**src/rtl/lcd_resp_pkg.sv**
```systemverilog
// Shared widths, state encoding, opcode masks and DDRAM address helpers
// for the HD44780-style LCD bus responder.
package lcd_resp_pkg;

    localparam int unsigned DATA_W       = 8;
    localparam int unsigned ADDR_W       = 7;
    localparam int unsigned IDX_W        = 5;
    localparam int unsigned VISIBLE_COLS = 16;
    localparam int unsigned MIRROR_DEPTH = 2 * VISIBLE_COLS;

    localparam logic [1:0] ST_IDLE  = 2'd0;
    localparam logic [1:0] ST_EXEC  = 2'd1;
    localparam logic [1:0] ST_CLEAR = 2'd2;
    localparam logic [1:0] ST_BUSY  = 2'd3;

    localparam logic [ADDR_W-1:0] LINE1_BASE = 7'h00;
    localparam logic [ADDR_W-1:0] LINE1_END  = 7'h27;
    localparam logic [ADDR_W-1:0] LINE2_BASE = 7'h40;
    localparam logic [ADDR_W-1:0] LINE2_END  = 7'h67;
    localparam logic [DATA_W-1:0] BLANK_CHAR = 8'h20;

    // Instruction class is selected by the highest set bit of the byte.
    localparam logic [DATA_W-1:0] OP_CLEAR   = 8'h01;
    localparam logic [DATA_W-1:0] OP_HOME    = 8'h02;
    localparam logic [DATA_W-1:0] OP_ENTRY   = 8'h04;
    localparam logic [DATA_W-1:0] OP_DISPLAY = 8'h08;
    localparam logic [DATA_W-1:0] OP_SHIFT   = 8'h10;
    localparam logic [DATA_W-1:0] OP_FUNC    = 8'h20;
    localparam logic [DATA_W-1:0] OP_CGRAM   = 8'h40;
    localparam logic [DATA_W-1:0] OP_DDRAM   = 8'h80;

    localparam int unsigned ENTRY_ID_BIT  = 1;
    localparam int unsigned DISPLAY_D_BIT = 2;
    localparam int unsigned FUNC_N_BIT    = 3;

    typedef struct packed {
        logic              rs;
        logic              rw;
        logic [DATA_W-1:0] data;
    } lcd_xfer_t;

    // Address counter step with the HD44780 line wrap points.
    function automatic logic [ADDR_W-1:0] addr_step(input logic [ADDR_W-1:0] addr,
                                                    input logic              inc);
        logic [ADDR_W-1:0] nxt;
        if (inc) begin
            if (addr == LINE1_END)      nxt = LINE2_BASE;
            else if (addr == LINE2_END) nxt = LINE1_BASE;
            else                        nxt = addr + 7'd1;
        end else begin
            if (addr == LINE2_BASE)     nxt = LINE1_END;
            else if (addr == LINE1_BASE) nxt = LINE2_END;
            else                        nxt = addr - 7'd1;
        end
        return nxt;
    endfunction

    // Returns {hit, mirror_index}; hit only for the visible 16 columns of each line.
    function automatic logic [IDX_W:0] addr_to_index(input logic [ADDR_W-1:0] addr);
        logic [IDX_W:0] r;
        r = '0;
        if (addr[6:4] == LINE1_BASE[6:4]) r = {1'b1, 1'b0, addr[3:0]};
        else if (addr[6:4] == LINE2_BASE[6:4]) r = {1'b1, 1'b1, addr[3:0]};
        return r;
    endfunction

endpackage

```
**src/rtl/lcd_bus_responder_if.sv**
```systemverilog
// LCD write-bus bundle between an LCD driver (master) and the responder (slave).
// Defining LCD_RESP_BUSY_READ_EN adds the busy/address read-back lines.
interface lcd_bus_responder_if;
    import lcd_resp_pkg::*;

    logic [DATA_W-1:0] lcd_data;
    logic              lcd_rw;
    logic              lcd_en;
    logic              lcd_rs;

`ifdef LCD_RESP_BUSY_READ_EN
    logic [DATA_W-1:0] lcd_dout;
    logic              lcd_dout_oe;

    modport master (output lcd_data, lcd_rw, lcd_en, lcd_rs, input lcd_dout, lcd_dout_oe);
    modport slave  (input lcd_data, lcd_rw, lcd_en, lcd_rs, output lcd_dout, lcd_dout_oe);
`else
    modport master (output lcd_data, lcd_rw, lcd_en, lcd_rs);
    modport slave  (input lcd_data, lcd_rw, lcd_en, lcd_rs);
`endif
endinterface

```
**src/rtl/lcd_en_strobe.sv**
```systemverilog
// Enable-strobe front end: captures the bus while lcd_en is high and classifies
// each falling edge as a valid strobe or a too-short pulse.
module lcd_en_strobe
    import lcd_resp_pkg::*;
#(
    parameter int unsigned MIN_EN_CYCLES = 4
) (
    input  logic              clock,
    input  logic              reset,
    input  logic              lcd_en,
    input  logic              lcd_rs,
    input  logic              lcd_rw,
    input  logic [DATA_W-1:0] lcd_data,
    output logic              strobe,
    output logic              short_err,
    output logic              rs,
    output logic              rw,
    output logic [DATA_W-1:0] data
);

    localparam int unsigned WIDTH_W = $clog2(MIN_EN_CYCLES + 1);

    logic               en_q;
    logic [WIDTH_W-1:0] width;
    lcd_xfer_t          xfer;
    logic               fall;

    assign fall = en_q && !lcd_en;

    // Width counter saturates at the threshold; only "long enough" matters.
    always_ff @(posedge clock) begin
        if (reset) begin
            en_q      <= 1'b0;
            width     <= '0;
            xfer      <= '0;
            strobe    <= 1'b0;
            short_err <= 1'b0;
        end else begin
            en_q      <= lcd_en;
            strobe    <= fall && (width >= WIDTH_W'(MIN_EN_CYCLES));
            short_err <= fall && (width <  WIDTH_W'(MIN_EN_CYCLES));
            if (lcd_en) begin
                if (width != WIDTH_W'(MIN_EN_CYCLES)) width <= width + WIDTH_W'(1);
                xfer <= '{rs: lcd_rs, rw: lcd_rw, data: lcd_data};
            end else begin
                width <= '0;
            end
        end
    end

    assign rs   = xfer.rs;
    assign rw   = xfer.rw;
    assign data = xfer.data;

endmodule

```
**src/rtl/lcd_bus_responder.sv**
```systemverilog
// Bus-side HD44780-style controller model: decodes LCD bus strobes, keeps a 2x16
// DDRAM mirror and enforces busy timing. LCD_RESP_BUSY_READ_EN enables status reads.
module lcd_bus_responder
    import lcd_resp_pkg::*;
#(
    parameter int unsigned MIN_EN_CYCLES     = 4,
    parameter int unsigned BUSY_CYCLES       = 64,
    parameter int unsigned CLEAR_BUSY_CYCLES = 1024
) (
    input  logic              clock,
    input  logic              reset,
    lcd_bus_responder_if.slave lcd,
    input  logic [IDX_W-1:0]  rd_addr,
    output logic [DATA_W-1:0] rd_char,
    output logic              busy,
    output logic [ADDR_W-1:0] ddram_addr,
    output logic              display_on,
    output logic              two_line,
    output logic              cmd_valid,
    output logic [DATA_W-1:0] cmd_byte,
    output logic              err_pulse
);

    localparam int unsigned MAX_BUSY = (CLEAR_BUSY_CYCLES > BUSY_CYCLES) ?
                                       CLEAR_BUSY_CYCLES : BUSY_CYCLES;
    localparam int unsigned CNT_W    = (MAX_BUSY > 1) ? $clog2(MAX_BUSY) : 1;

    logic              st_strobe, st_short, st_rs, st_rw;
    logic [DATA_W-1:0] st_data;

    lcd_en_strobe #(.MIN_EN_CYCLES(MIN_EN_CYCLES)) u_strobe (
        .clock     (clock),
        .reset     (reset),
        .lcd_en    (lcd.lcd_en),
        .lcd_rs    (lcd.lcd_rs),
        .lcd_rw    (lcd.lcd_rw),
        .lcd_data  (lcd.lcd_data),
        .strobe    (st_strobe),
        .short_err (st_short),
        .rs        (st_rs),
        .rw        (st_rw),
        .data      (st_data)
    );

    logic [1:0]        state, state_d;
    logic [CNT_W-1:0]  cnt, cnt_d;
    logic [IDX_W-1:0]  clr_idx, clr_idx_d;
    logic              inc_mode, inc_d;
    logic              cmd_rs, cmd_rs_d;
    logic              busy_d, display_on_d, two_line_d, cmd_valid_d, err_d;
    logic [ADDR_W-1:0] addr_d;
    logic [DATA_W-1:0] cmd_byte_d;
    logic              accept, status_read;
    logic [IDX_W:0]    map;
    logic              mem_we;
    logic [IDX_W-1:0]  mem_idx;
    logic [DATA_W-1:0] mem_wdata;
    logic [DATA_W-1:0] mirror [MIRROR_DEPTH];

    // Next-state, register updates and mirror write request.
    always_comb begin
        state_d      = state;
        busy_d       = busy;
        cnt_d        = cnt;
        clr_idx_d    = clr_idx;
        addr_d       = ddram_addr;
        inc_d        = inc_mode;
        display_on_d = display_on;
        two_line_d   = two_line;
        cmd_valid_d  = 1'b0;
        cmd_byte_d   = cmd_byte;
        cmd_rs_d     = cmd_rs;
        mem_we       = 1'b0;
        mem_idx      = '0;
        mem_wdata    = BLANK_CHAR;
        map          = addr_to_index(ddram_addr);
        status_read  = 1'b0;
`ifdef LCD_RESP_BUSY_READ_EN
        status_read  = st_rw && !st_rs;
`endif
        accept       = st_strobe && !st_rw && (state == ST_IDLE);
        err_d        = st_short || (st_strobe && !accept && !status_read);

        case (state)
            ST_IDLE: begin
                if (accept) begin
                    state_d     = ST_EXEC;
                    cmd_valid_d = 1'b1;
                    cmd_byte_d  = st_data;
                    cmd_rs_d    = st_rs;
                end
            end
            ST_EXEC: begin
                state_d = ST_BUSY;
                cnt_d   = CNT_W'(BUSY_CYCLES - 1);
                if (cmd_rs) begin
                    mem_we    = map[IDX_W];
                    mem_idx   = map[IDX_W-1:0];
                    mem_wdata = cmd_byte;
                    addr_d    = addr_step(ddram_addr, inc_mode);
                end else if (|(cmd_byte & OP_DDRAM)) begin
                    addr_d = cmd_byte[ADDR_W-1:0];
                end else if (|(cmd_byte & OP_CGRAM)) begin
                    // no CGRAM mirror: accepted and ignored
                end else if (|(cmd_byte & OP_FUNC)) begin
                    two_line_d = cmd_byte[FUNC_N_BIT];
                end else if (|(cmd_byte & OP_SHIFT)) begin
                    // cursor/display shift has no effect on the mirror
                end else if (|(cmd_byte & OP_DISPLAY)) begin
                    display_on_d = cmd_byte[DISPLAY_D_BIT];
                end else if (|(cmd_byte & OP_ENTRY)) begin
                    inc_d = cmd_byte[ENTRY_ID_BIT];
                end else if (|(cmd_byte & OP_HOME)) begin
                    addr_d = '0;
                end else if (|(cmd_byte & OP_CLEAR)) begin
                    state_d   = ST_CLEAR;
                    clr_idx_d = '0;
                end
            end
            ST_CLEAR: begin
                mem_we    = 1'b1;
                mem_idx   = clr_idx;
                addr_d    = '0;
                inc_d     = 1'b1;
                clr_idx_d = clr_idx + IDX_W'(1);
                if (clr_idx == IDX_W'(MIRROR_DEPTH - 1)) begin
                    state_d = ST_BUSY;
                    cnt_d   = CNT_W'(CLEAR_BUSY_CYCLES - 1);
                end
            end
            default: begin
                if (cnt == '0) state_d = ST_IDLE;
                else           cnt_d   = cnt - CNT_W'(1);
            end
        endcase

        busy_d = (state_d != ST_IDLE);
    end

    always_ff @(posedge clock) begin
        if (reset) begin
            state      <= ST_IDLE;
            busy       <= 1'b0;
            cnt        <= '0;
            clr_idx    <= '0;
            ddram_addr <= '0;
            inc_mode   <= 1'b1;
            display_on <= 1'b0;
            two_line   <= 1'b0;
            cmd_valid  <= 1'b0;
            cmd_byte   <= '0;
            cmd_rs     <= 1'b0;
            err_pulse  <= 1'b0;
        end else begin
            state      <= state_d;
            busy       <= busy_d;
            cnt        <= cnt_d;
            clr_idx    <= clr_idx_d;
            ddram_addr <= addr_d;
            inc_mode   <= inc_d;
            display_on <= display_on_d;
            two_line   <= two_line_d;
            cmd_valid  <= cmd_valid_d;
            cmd_byte   <= cmd_byte_d;
            cmd_rs     <= cmd_rs_d;
            err_pulse  <= err_d;
        end
    end

    // Mirror and read port; a same-cycle write and read returns the old entry.
    always_ff @(posedge clock) begin
        if (reset) begin
            for (int unsigned i = 0; i < MIRROR_DEPTH; i++) mirror[i] <= BLANK_CHAR;
            rd_char <= BLANK_CHAR;
        end else begin
            if (mem_we) mirror[mem_idx] <= mem_wdata;
            rd_char <= mirror[rd_addr];
        end
    end

`ifdef LCD_RESP_BUSY_READ_EN
    always_ff @(posedge clock) begin
        if (reset) begin
            lcd.lcd_dout    <= '0;
            lcd.lcd_dout_oe <= 1'b0;
        end else begin
            lcd.lcd_dout    <= {busy, ddram_addr};
            lcd.lcd_dout_oe <= lcd.lcd_en && lcd.lcd_rw;
        end
    end
`endif

endmodule

```
**src/flat_wrapper.sv**
```systemverilog
// flat-port wrapper written by rule: the top's interface ports become plain ports
module lcd_bus_responder_flat import lcd_resp_pkg::*;
#(
    parameter int unsigned MIN_EN_CYCLES     = 4,
    parameter int unsigned BUSY_CYCLES       = 64,
    parameter int unsigned CLEAR_BUSY_CYCLES = 1024
)
  (clock, reset, rd_addr, rd_char, busy, ddram_addr, display_on, two_line, cmd_valid, cmd_byte, err_pulse, lcd_lcd_data, lcd_lcd_rw, lcd_lcd_en, lcd_lcd_rs);
  lcd_bus_responder_if lcd_i ();
  input  logic clock;
  input  logic reset;
  input  logic [IDX_W-1:0] rd_addr;
  output logic [DATA_W-1:0] rd_char;
  output logic busy;
  output logic [ADDR_W-1:0] ddram_addr;
  output logic display_on;
  output logic two_line;
  output logic cmd_valid;
  output logic [DATA_W-1:0] cmd_byte;
  output logic err_pulse;
  input wire logic [$bits(lcd_i.lcd_data)-1:0] lcd_lcd_data;
  input wire logic [$bits(lcd_i.lcd_rw)-1:0] lcd_lcd_rw;
  input wire logic [$bits(lcd_i.lcd_en)-1:0] lcd_lcd_en;
  input wire logic [$bits(lcd_i.lcd_rs)-1:0] lcd_lcd_rs;
  assign lcd_i.lcd_data = lcd_lcd_data;
  assign lcd_i.lcd_rw = lcd_lcd_rw;
  assign lcd_i.lcd_en = lcd_lcd_en;
  assign lcd_i.lcd_rs = lcd_lcd_rs;
  lcd_bus_responder #(.MIN_EN_CYCLES(MIN_EN_CYCLES), .BUSY_CYCLES(BUSY_CYCLES), .CLEAR_BUSY_CYCLES(CLEAR_BUSY_CYCLES)) u_core (.clock(clock), .reset(reset), .lcd(lcd_i), .rd_addr(rd_addr), .rd_char(rd_char), .busy(busy), .ddram_addr(ddram_addr), .display_on(display_on), .two_line(two_line), .cmd_valid(cmd_valid), .cmd_byte(cmd_byte), .err_pulse(err_pulse));
endmodule
```
**config.mk**
```make
export PLATFORM = sky130hd
export DESIGN_NAME = lcd_bus_responder_flat
export DESIGN_NICKNAME = d
export VERILOG_FILES = /design/src/rtl/lcd_resp_pkg.sv /design/src/rtl/lcd_bus_responder_if.sv /design/src/rtl/lcd_en_strobe.sv /design/src/rtl/lcd_bus_responder.sv /design/src/flat_wrapper.sv
export SDC_FILE = /design/constraint.sdc
export NUM_CORES = 1
export LEC_CHECK = 0
export ABC_AREA = 0
export ABC_CLOCK_PERIOD_IN_PS = 2850
export CORE_MARGIN = 10
export CORE_UTILIZATION = 36
export DETAILED_ROUTE_END_ITERATION = 6
export PLACE_DENSITY = 0.59
export SETUP_SLACK_MARGIN = 0.05
export SLEW_MARGIN = 20
export SYNTH_ARGS = -nofsm -noshare
export SYNTH_HDL_FRONTEND = slang
export SYNTH_SLANG_ARGS = --single-unit
```
**constraint.sdc**
```tcl
create_clock -name clock -period 2.85 [get_ports clock]
set_input_delay 0.855 -clock clock [delete_from_list [all_inputs] [get_ports clock]]
set_output_delay 0.855 -clock clock [all_outputs]
set_load 0.02 [all_outputs]
```
## Word-level counts from Yosys, hierarchy flattened

Memory sizes are Yosys's and may differ from the RTL's. A register that Yosys moved wholly into a read port is not among the register bits.
Cells that the tools add are included.

| operators by class | value |
|---|---|
| add/subtract/negate cells | 5 |
| order comparisons | 2 |
| equality and inequality tests | 26 |
| multiplexer cells | 65 |
| bitwise gates (word level) | 7 |
| reduce and logical (&&, ||, !) cells | 26 |

Operator list:

| kind | count |
|---|---|
| 7-bit two-way mux | 13 |
| 5-bit two-way mux | 11 |
| 10-bit case mux with 3 select lines | 1 |
| 8-bit two-way mux | 3 |
| 2-bit two-way mux | 11 |
| 10-bit two-way mux | 2 |
| 4-bit by 3-bit inequality test with 1-bit output (second input constant) | 5 |
| 5-bit case mux with 2 select lines | 2 |
| 1-bit two-way mux | 16 |
| 2-bit inequality test (second input constant) | 8 |
| 7-bit == test (second input constant) | 2 |
| 7-bit case mux with 2 select lines | 1 |
| 7-bit AND reduction | 2 |
| 6-bit two-way mux | 2 |
| 10-bit logical NOT | 1 |
| 10-bit AND reduction | 1 |
| 10-bit by 1-bit subtractor with 10-bit output (second input constant) | 1 |
| 8-bit AND reduction | 1 |
| 8-bit OR reduction | 1 |
| 7-bit by 1-bit adder with 7-bit output (second input constant) | 1 |
| 7-bit by 6-bit == test with 1-bit output (second input constant) | 1 |
| 7-bit logical NOT | 1 |
| 1-bit inverter | 7 |
| 7-bit by 1-bit subtractor with 7-bit output (second input constant) | 1 |
| other kinds (23) | 36 |

| word-level totals | value |
|---|---|
| bits in registers | 55 |
| RAM bits | 256 |
| input bits | 18 |
| output and inout bits | 28 |
| memories | 1 |

Memories:

| memory | words | width | rd ports | clocked after memory_dff | write ports | RTL line | text |
|---|---|---|---|---|---|---|---|
| u_core.mirror | 32 | 8 | 1 | 1 | 32 | lcd_bus_responder.sv:58 | `logic [DATA_W-1:0] mirror [MIRROR_DEPTH];` |

## Depth between registers and ports, before layout

| logic depth | value |
|---|---|
| depth after elaboration | 11 |
| mapped depth | 10 |
| depth with buffers taken out | 8 |

## By module

From an unflattened synthesis, not the netlist that was laid out.

| second synthesis, totals | value |
|---|---|
| cells, all modules | 1167 |
| area, all modules | 14655.3 um^2 |

By module, submodules not included:

| module | instances | cells each | area an instance (um^2) | sequential area each (um^2) |
|---|---|---|---|---|
| lcd_bus_responder | 1 | 1112 | 14058.5 | 8628.3 |
| lcd_en_strobe | 1 | 55 | 596.8 | 320.3 |

## Worst setup path after synthesis

Ideal clock, no wire load.

| timing | value |
|---|---|
| path kind | register to register |
| start point | reg u_core.state[0] |
| end point | mem u_core.mirror[10][0] (enable) |
| setup time | 0.384 ns |
| arrival time | 2.580 ns |
| data required time | 2.466 ns |
| setup slack | -0.114 ns |
| cell stages (with the launch flop) | 9 |
| path buffers | 2 |
| period minus slack after synthesis | 2.964 ns |
| cell sequence | dfxtp_1 inv_1 ha_1 nor4bb_1 buf_2 a32oi_2 nand3_1 clkbuf_1 o21ai_0 |

RTL lines:

| what | RTL line | text |
|---|---|---|
| start, declared | lcd_bus_responder.sv:45 | `logic [1:0] state, state_d;` |
| start signal, assigned | lcd_bus_responder.sv:155 | `state <= state_d;` |
| end, declared | lcd_bus_responder.sv:58 |  |

==> reports/metrics.yaml <==
routing:
  detail-route-antenna-nets: 0
  drtIter0Drc: 1173
  drc: 0
  vias: 10260
  wl_per_cell_um: 23.40
  totalWireLength_um: 42730
  drtPass1Iterations: 5
  viasPerCell: 5.619
clocking:
  cts.htree.levels: 2
  cts_setup_buffers: 0
  cts_tree: "done"
  cts_buffer_depth: 3
  cts_root_buffer: "clkbuf_16"
  clk_pin_slew_ns: 0.06
  cts_sinks: 319
  insertion_delay_ns: 0.54
  cts_buffers: 35
placed_design:
  dpl.hpwl_um: 28460
  numPortBuffers: 45
  gp_congestion: 0.8732
synthesis:
  synth_ff_type: "edfxtp_1"
  synth_top_area_share: 0.5243
  netlist_area_um2: 14660
  synth.distinct_cells: 67
  async_flop_share: 0
  synth_fp_nets: 1214
  synthTopCellsByArea: "edfxtp_1 52%, mux4_2 9.5%, dfxtp_1 8.6%, nor3_1 4.4%, nor2_1 4.2%"
  postSynthCellCount: 1185
  synth_top_area_cell: "edfxtp_1"
  synth-edff-count: 256
  ys_ff_latch: 319
  yosysWarnings: 0
  syn_avg_cell_area_um2: 12.37
  synth-seq-area-share: 0.6103
setup_path:
  worstReg2RegEnd: "u_core.mirror[22][3]"
  cp.arrival_ns: 2.98
  crit_start: "u_core.state[0]"
  worstPathCellList: "inv_1, ha_1, nor4bb_1, buf_4, a32o_1, nand3_2, buf_12, o21ai_2, buf_4"
  startpoint_type: "flop"
  critPathMaxFanout: 42
  criticalPathCategory: "reg -> reg"
  critPathMaxStageDelay_ns: 0.34
  path_common_cell: "buf_4"
  required_ns: 3.10
  end_kind: "flop"
  r2r_start: "u_core.state[0]"
  r2r_cells: 9
  critPathSlowestCell: "dfxtp_1"
  r2r_setup_slack_ns: 0.12
run_status:
  status: "completed"
pwr:
  ir_drop_mv: 0.4178
  power_leakage_nw: 5.852
  total_power_mw: 10.48
  p_per_area_nw_per_um2: 600.2
hold_path:
  hp-start: "u_core.u_strobe.data[2]"
  whs_path_depth: 2
  hold_path_class: "reg -> reg"
  hold_end: "u_core.cmd_byte[2]"
flow_run:
  maxCapViolCount: 0
finish:
  n_fill_cell: 3664
  final_common_cell: "edfxtp_1"
  final_util: 0.4363
  drive_gt1_frac: 0.2046
  synthToLayoutAreaGrowth_pct: 19.04
  final_cell_mix: "256 x edfxtp_1, 162 x nor2_1, 128 x nor3_1, 110 x buf_4, 73 x nand2_1"
  fin_nets: 1303
sta:
  hold_viol_final: 0
  fmax_mhz: 366.3
  worstMarginPinSlew_ns: 0.6949
  min_period_ns: 2.730
  final.period_utilization: 0.9579
  rsz0062_at_grt: "true"
  skew_ns: 0.02309
  slew_viol_final: 0
  slew_headroom: 0.5346
  setup_viol: 0
die:
  initial_core_util: 0.3665
  fp.dieH_um: 221.8
  core_region_area_um2: 40010
  placementRows: 73
  io_pins: 46
  fp.dieW_um: 221.8
  die-area_um2: 49200
global_routing:
  gr-usage-all-layers: 0.1699
  grt_overflow_total: 0
  grt_first_pass_wirelength_um: 65050
  antenna_found_initial: 1
  grt_pass1_vias: 10290
  grt_max_degree: 50
## stage by stage
stage / setup WS (ns) / hold slack (ns) / cell area, um^2 / std cells / setup TNS (ns)
finish: 0.1200 / 0.4565 / 17450 / 1826 / 0
floorplan: -0.1142 / 0.4130 / 14660 / 1185 / -2.073
detailed placement: -0.1884 / 0.4484 / 16340 / 1762 / -0.7032
global placement: -0.1862 / 0.4436 / 16340 / 1762 / -0.6947
CTS: 0.08749 / 0.4570 / 17430 / 1825 / 0
global route: 0.03362 / 0.4726 / 17450 / 1825 / 0
## synth_stat cells, types with 2 or more instances
| library cell | n |
|---|---|
| xor2_1 | 7 |
| a21o_1 | 3 |
| buf_2 | 26 |
| inv_1 | 17 |
| a21oi_1 | 39 |
| dfxtp_1 | 63 |
| nand4_1 | 4 |
| and3_1 | 6 |
| nand3_1 | 27 |
| o311ai_0 | 3 |
| nand3b_1 | 3 |
| nor2b_1 | 7 |
| or2_2 | 11 |
| ha_1 | 11 |
| nor3_1 | 128 |
| a221oi_1 | 7 |
| a221o_1 | 6 |
| or3_1 | 18 |
| mux4_2 | 62 |
| and2_1 | 4 |
| xnor2_1 | 5 |
| o21ai_0 | 38 |
| buf_4 | 2 |
| and3b_1 | 2 |
| mux2i_1 | 40 |
| nor3b_1 | 4 |
| or3b_2 | 2 |
| nor2_1 | 163 |
| a31oi_1 | 3 |
| a32o_1 | 5 |
| edfxtp_1 | 256 |
| clkbuf_1 | 80 |
| a22oi_1 | 3 |
| nor4bb_1 | 3 |
| nand2b_1 | 5 |
| nand2_1 | 75 |
| a211o_1 | 3 |
| buf_1 | 5 |
| or4_4 | 2 |
| nor4_1 | 4 |
| a211oi_1 | 2 |
| a32oi_1 | 5 |
| a32oi_2 | 2 |
## area by class of cell
type / instances / area [um^2] / area share
sequential: 319 / 8950 / 0.5128
multi-input combinational: 734 / 5207 / 0.2984
timing repair buffer: 166 / 1491 / 0.08545
clock buffer: 56 / 1030 / 0.05900
tap: 525 / 656.9 / 0.03764
inverter: 18 / 67.56 / 0.003871
clock inverter: 7 / 47.55 / 0.002724
antenna: 1 / 2.502 / 0.0001434
## where the power goes
group          switching (mW)  internal (mW)  total, mW
clock network            1.83           2.48       4.31
logic                   0.514          0.409      0.923
registers              0.0783           5.16       5.24
total                    2.42           8.06       10.5
## per-layer routing
metal | vias to the layer above | part of all wire | track usage
met5 | - | 0.00030 | 0
li1 | 4598 | - | -
met4 | 2 | 0.020 | 0.04767
met3 | 60 | 0.087 | 0.03071
met1 | 5144 | 0.43 | 0.2373
met2 | 457 | 0.47 | 0.2645
## state kept, by name, indices dropped and copies added, names as in the netlist, 2 cells and up
register / flops
u_core.cnt: 10
u_core.u_strobe.data: 8
u_core.ddram_addr: 7
u_core.u_strobe.width: 3
u_core.clr_idx: 5
u_core.rd_char: 8
u_core.state: 2
u_core.cmd_byte: 8
u_core.mirror: 256
## worst max path at each step
stage / endpoint / depth (start not counted) / slack [ns]
detailed placement: u_core.rd_char[7] / 7 / -0.19
floorplan: u_core.mirror[10][0] / 8 / -0.11
global placement: u_core.rd_char[4] / 7 / -0.19
finish: u_core.mirror[22][3] / 9 / 0.12
global route: u_core.mirror[9][7] / 10 / 0.03
CTS: u_core.mirror[22][3] / 9 / 0.09
## worst max-delay path: cells and delay by family (launching register included)
kind / cells / cell delay [ns]
fa+ha+maj: 1 / 0.33
simple gates: 2 / 0.53
compound gates: 2 / 0.49
buf+inv: 4 / 0.74
flops: 1 / 0.34
## repair_timing
item | CTS | global route
pin swaps | 0 | 0
resized for setup | 1 | 11
endpoints found under the setup margin | 7 | 64
hold buffers | 0 | 0
gates cloned | 0 | 0
## cells by family (layout without fill, tap and decap cells)
group           Yosys count  after routing  synth area share
compound gates          132            132           0.05974
xor+xnor                 12             12          0.007168
fa+ha+maj                11             11          0.009387
buf+inv                 132            247           0.03704
flops                   319            319            0.6103
mux                     103            103            0.1233
other cells               0              1                 0
simple gates            476            476            0.1530
No activity file was read; power rests on OpenSTA's default activity.
